<file path="config.mk">
export PLATFORM = sky130hd
export DESIGN_NAME = regfile_wb_arbiter
export DESIGN_NICKNAME = d
export VERILOG_FILES = /design/src/rtl/regfile_wb_arbiter.sv
export SDC_FILE = /design/constraint.sdc
export NUM_CORES = 1
export LEC_CHECK = 0
export CELL_PAD_IN_SITES_DETAIL_PLACEMENT = 0
export CELL_PAD_IN_SITES_GLOBAL_PLACEMENT = 1
export CORE_MARGIN = 2
export CORE_UTILIZATION = 32
export DETAILED_ROUTE_END_ITERATION = 6
export GPL_TIMING_DRIVEN = 0
export PLACE_DENSITY = 0.89
export SLEW_MARGIN = 20
export SYNTH_ARGS = -nofsm -noshare
export SYNTH_HDL_FRONTEND = slang
export SYNTH_SLANG_ARGS = --single-unit
</file>
<file path="constraint.sdc">
create_clock -name clk -period 2.1 [get_ports clk]
set_input_delay 0.315 -clock clk [delete_from_list [all_inputs] [get_ports clk]]
set_output_delay 0.315 -clock clk [all_outputs]
set_load 0.02 [all_outputs]
</file>
<file path="src/rtl/regfile_wb_arbiter.sv">
// rtl/regfile_wb_arbiter.sv - two-requester register-file writeback arbiter with RAW scoreboard
// Registered single write port shared by ALU (A) and load/multicycle (M) paths.
module regfile_wb_arbiter #(
  parameter int XLEN  = 32,
  parameter int NREG  = 32,
  parameter int AW    = 5,
  parameter bit RR_EN = 1'b1
) (
  input  logic            clk,
  input  logic            rst,
  input  logic            a_valid,
  output logic            a_ready,
  input  logic [AW-1:0]   a_rd,
  input  logic [XLEN-1:0] a_data,
  input  logic            m_valid,
  output logic            m_ready,
  input  logic [AW-1:0]   m_rd,
  input  logic [XLEN-1:0] m_data,
  input  logic            alloc_valid,
  input  logic [AW-1:0]   alloc_rd,
  input  logic [AW-1:0]   rs1,
  input  logic [AW-1:0]   rs2,
  output logic            rs1_busy,
  output logic            rs2_busy,
  output logic [NREG-1:0] busy_vec,
  output logic            wb_we,
  output logic [AW-1:0]   wb_rd,
  output logic [XLEN-1:0] wb_data
);

  logic            prio_m_q, prio_m_d;
  logic            wb_we_q, wb_we_d;
  logic [AW-1:0]   wb_rd_q, wb_rd_d;
  logic [XLEN-1:0] wb_data_q, wb_data_d;
  logic [NREG-1:0] busy_q, busy_d;
  logic            grant_a, grant_m;
  logic [AW-1:0]   win_rd;
  logic [XLEN-1:0] win_data;

  // prio_m_q set means M wins the next contended cycle.
  always_comb begin
    grant_a = 1'b0;
    grant_m = 1'b0;
    if (!rst) begin
      if (a_valid && m_valid) begin
        grant_m = RR_EN ? prio_m_q : 1'b1;
        grant_a = !grant_m;
      end else begin
        grant_a = a_valid;
        grant_m = m_valid;
      end
    end
  end

  assign a_ready  = grant_a;
  assign m_ready  = grant_m;
  assign win_rd   = grant_m ? m_rd : a_rd;
  assign win_data = grant_m ? m_data : a_data;

  always_comb begin
    prio_m_d  = prio_m_q;
    wb_we_d   = 1'b0;
    wb_rd_d   = wb_rd_q;
    wb_data_d = wb_data_q;
    busy_d    = busy_q;
    if (a_valid && m_valid && !rst) begin
      prio_m_d = grant_a;
    end
    if ((grant_a || grant_m) && (win_rd != '0)) begin
      wb_we_d   = 1'b1;
      wb_rd_d   = win_rd;
      wb_data_d = win_data;
    end
    // Clear first so a same-cycle allocation (younger producer) wins.
    if (wb_we_q) begin
      busy_d[wb_rd_q] = 1'b0;
    end
    if (alloc_valid && (alloc_rd != '0)) begin
      busy_d[alloc_rd] = 1'b1;
    end
    busy_d[0] = 1'b0;
  end

  always_ff @(posedge clk) begin
    if (rst) begin
      prio_m_q  <= 1'b0;
      wb_we_q   <= 1'b0;
      wb_rd_q   <= '0;
      wb_data_q <= '0;
      busy_q    <= '0;
    end else begin
      prio_m_q  <= prio_m_d;
      wb_we_q   <= wb_we_d;
      wb_rd_q   <= wb_rd_d;
      wb_data_q <= wb_data_d;
      busy_q    <= busy_d;
    end
  end

  // The in-flight write lands before decode reads, so it never causes a stall.
  assign rs1_busy = busy_q[rs1] && !(wb_we_q && (wb_rd_q == rs1)) && (rs1 != '0);
  assign rs2_busy = busy_q[rs2] && !(wb_we_q && (wb_rd_q == rs2)) && (rs2 != '0);

  assign busy_vec = busy_q;
  assign wb_we    = wb_we_q;
  assign wb_rd    = wb_rd_q;
  assign wb_data  = wb_data_q;

endmodule

</file>
==> results.sh <==
export IMPL_io_buffers=163
export IMPL_clk_latency_ns=0.33
export IMPL_die_height_um=118
export IMPL_hold_violations=0
export IMPL_netlist_area_leader_share_pct=33.5
export IMPL_grt_max_degree=13
export IMPL_finalMaxSlewViolations=0
export IMPL_crit_type="reg -> out"
export IMPL_vias=4184
export IMPL_cts_buffer_depth=2
export IMPL_core_area_um2=12700
export IMPL_crit_arrival_ns=1.80
export IMPL_grtUsageTotal_pct=20.5
export IMPL_drive_gt1_share_pct=24.6
export IMPL_clk_pin_slew_ns=0.06
export IMPL_regToRegSetupSlack_ns=0.17
export IMPL_die_area_um2=14000
export IMPL_synthCells=426
export IMPL_slew_headroom_pct=31.7
export IMPL_place_congestion=0.832
export IMPL_vias_per_cell=5.35
export IMPL_post_drt_wl_per_cell_um=18.4
export IMPL_ioPinCount=168
export IMPL_crit_family="multiplexers"
export IMPL_min_to="busy_vec[30]"
export IMPL_clockRootBuffer="clkbuf_16"
export IMPL_max_freq_ghz=0.474
export IMPL_endpoint_kind="output pin"
export IMPL_crit_required_ns=1.78
export IMPL_intPower_mw=2.88
export IMPL_switching_power_mw=1.07
export IMPL_run_status="finished with violations"
export IMPL_period_share_pct=100
export IMPL_final_antenna_net_count=0
export IMPL_worst_pin_slew_ns=1.02
export IMPL_timing_setup_tns_ns=-0.0105
export IMPL_cts_tree="yes"
export IMPL_min_period_ns=2.11
export IMPL_synth_main_ff_cell="dfxtp_1"
export IMPL_holdCritPathClass="reg -> reg"
export IMPL_synth_cell_types=46
export IMPL_min_from="busy_vec[30]"
export IMPL_antenna_found_initial=0
export IMPL_stdcell_count=782
export IMPL_p_clk_share_pct=38.7
export IMPL_grt_pass1_wl_um=23100
export IMPL_dr_pass1_iters=4
export IMPL_swShare_pct=27.2
export IMPL_yosys_top_cells_count="dfxtp_1, mux2i_1, nand2_1"
export IMPL_r2r_cells=6
export IMPL_fin_skew_ns=0.00688
export IMPL_r2r_start="prio_m_q"
export IMPL_ir_worst_vdd_mv=0.343
export IMPL_worst_setup_path_start_kind="flip-flop"
export IMPL_min_path_cells=2
export IMPL_dpl_hpwl_um=11200
export IMPL_cap_violations=0
export IMPL_synth_area_top_cells="dfxtp_1, mux2i_1, a211oi_2, a31oi_2, mux4_2"
export IMPL_critPathMaxFanout=4
export IMPL_grt_pass1_vias=4419
export IMPL_syn_nets=520
export IMPL_p_total_mw=3.95
export IMPL_cts_made_buffers=9
export IMPL_yosysWarnings=0
export IMPL_syn_area_per_cell_um2=9.81
export IMPL_drtIter0Drc=184
export IMPL_synth_largest_area_cell="dfxtp_1"
export IMPL_setup_viol=1
export IMPL_globalRoute_totalOverflow=0
export IMPL_rsz0062_at_grt="yes"
export IMPL_p_leak_nw=2.44
export IMPL_initial_core_util_pct=33.0
export IMPL_layout_nets=699
export IMPL_synth_edf_count=0
export IMPL_violations="negative setup slack"
export IMPL_remaining_drc_errors=0
export IMPL_finalWorstSetupSlack_ns=-0.0105
export IMPL_synth_most_common_cell="dfxtp_1"
export IMPL_synth_seq_cells=70
export IMPL_seqPwrFrac_pct=37.0
export IMPL_hold_buffers=0
export IMPL_netlist_area_um2=4180
export IMPL_max_stage_delay_ns=0.48
export IMPL_crit_slowest_cell="mux4_2"
export IMPL_syn2layout_area_growth_pct=56.2
export IMPL_totalWireLength_um=14400
export IMPL_h_tree_depth=3
export IMPL_die_w_um=118
export IMPL_dpl_cell_count=761
export IMPL_cp_buffers_inverters=1
export IMPL_fin_util_pct=51.5
export IMPL_antenna_cells=0
export IMPL_num_rows=41
export IMPL_combPwrFrac_pct=24.2
export IMPL_async_reset_ff_share_pct=0
export IMPL_cts_num_sinks=70
export IMPL_reg2reg_to="wb_data[22]"
export IMPL_p_per_area_nw_per_um2=605
export IMPL_ys_seq_area_share_pct=33.5
export IMPL_crit_chain="mux4_2 > o31ai_2 > nor3_1 > o21a_1 > buf_6"
flip-flops by register name, indices dropped and copies added (netlist names):
register / count
prio_m_q: 1
busy_vec: 31
wb_data: 32
wb_rd: 5
wb_we: 1
worst max-delay path by stage:
stage | startpoint | end | slack [ns] | cells past startpoint
after floorplan | rs1[1] | rs1_busy | 0.13 | 5
after global placement | rs2[0] | rs2_busy | -0.88 | 7
after detailed placement | rs1[0] | rs1_busy | -0.87 | 7
after CTS | busy_vec[11] | rs2_busy | 0.0002 | 5
after global routing | wb_rd[3] | rs1_busy | -0.03 | 6
final | busy_vec[19] | rs1_busy | -0.01 | 5
cells in the final DEF (no fill, tap or decap), types with 9 or more instances in the layout:
cell	Yosys	final
a211oi_2	30	30
clkbuf_1	20	13
buf_6	7	13
mux4_2	12	12
mux2i_1	39	39
xor2_1	9	9
clkbuf_16	0	9
dfxtp_1	70	58
a211oi_1	9	9
a21oi_1	33	33
a31oi_2	22	22
nand2_1	37	37
a31oi_1	13	13
clkdlybuf4s50_1	0	151
dfxtp_2	0	11
buf_2	11	9
o21ai_0	31	31
power groups by stage:
stage	Sequential, mW	Combinational [mW]	Clock (mW)
5_1_grt	1.47	1.02	1.62
2_1_floorplan	1.55	0.415	0
3_3_place_gp	1.48	0.917	0
6_report	1.46	0.957	1.53
4_1_cts	1.46	0.946	1.55
3_5_place_dp	1.48	0.932	0
stage by stage:
stage / worst slack (ns) / hold slack (ns) / area [um2]
after global routing: -0.0330 / 0.532 / 6530
after CTS: 0.000205 / 0.510 / 6450
after global placement: -0.881 / 0.507 / 6030
after detailed placement: -0.870 / 0.518 / 6030
final: -0.0105 / 0.513 / 6530
after floorplan: 0.125 / 0.493 / 4180
worst reg2reg max path: cells and delay by family (launching register included):
family / cells / cell delay [ns]
and+or+nand+nor: 3 / 0.93
buffers and inverters: 2 / 0.44
DFF: 1 / 0.33
AOI/OAI and AO/OA: 1 / 0.09
per-layer routing:
layer | up-vias | part of all wire (%) | GRT usage (%)
met5 | - | 0 | 0
met4 | 0 | 2.2 | 7.08
met3 | 24 | 11 | 6.76
met2 | 201 | 49 | 36.7
met1 | 1978 | 38 | 22.7
li1 | 1981 | - | -
layout make-up:
class,instances,area (um2)
buffer,38,263
sequential,70,1420
clock buffer,13,260
clock inverter,3,42.5
tap,172,215
inverter,2,7.51
timing repair buffer,170,1680
fill,1181,6140
multi-input combinational,314,2640
logic make-up (layout without fill, tap and decap cells):
group | count (synthesis) | count (layout) | synth area share (%)
DFF | 70 | 70 | 33.5
AOI/OAI and AO/OA | 157 | 157 | 30.2
and+or+nand+nor | 92 | 92 | 12.1
muxes | 53 | 53 | 16.3
other | 1 | 1 | 0.0897
xor gates and xnor gates | 11 | 11 | 2.31
buffers and inverters | 42 | 226 | 5.45
timing repair:
action	CTS	global route
setup endpoints to repair	33	3
resized for setup	51	29
pin swaps	1	5
buffers inserted	5	1
gates cloned	1	0
(Power assumes the default switching activity.)
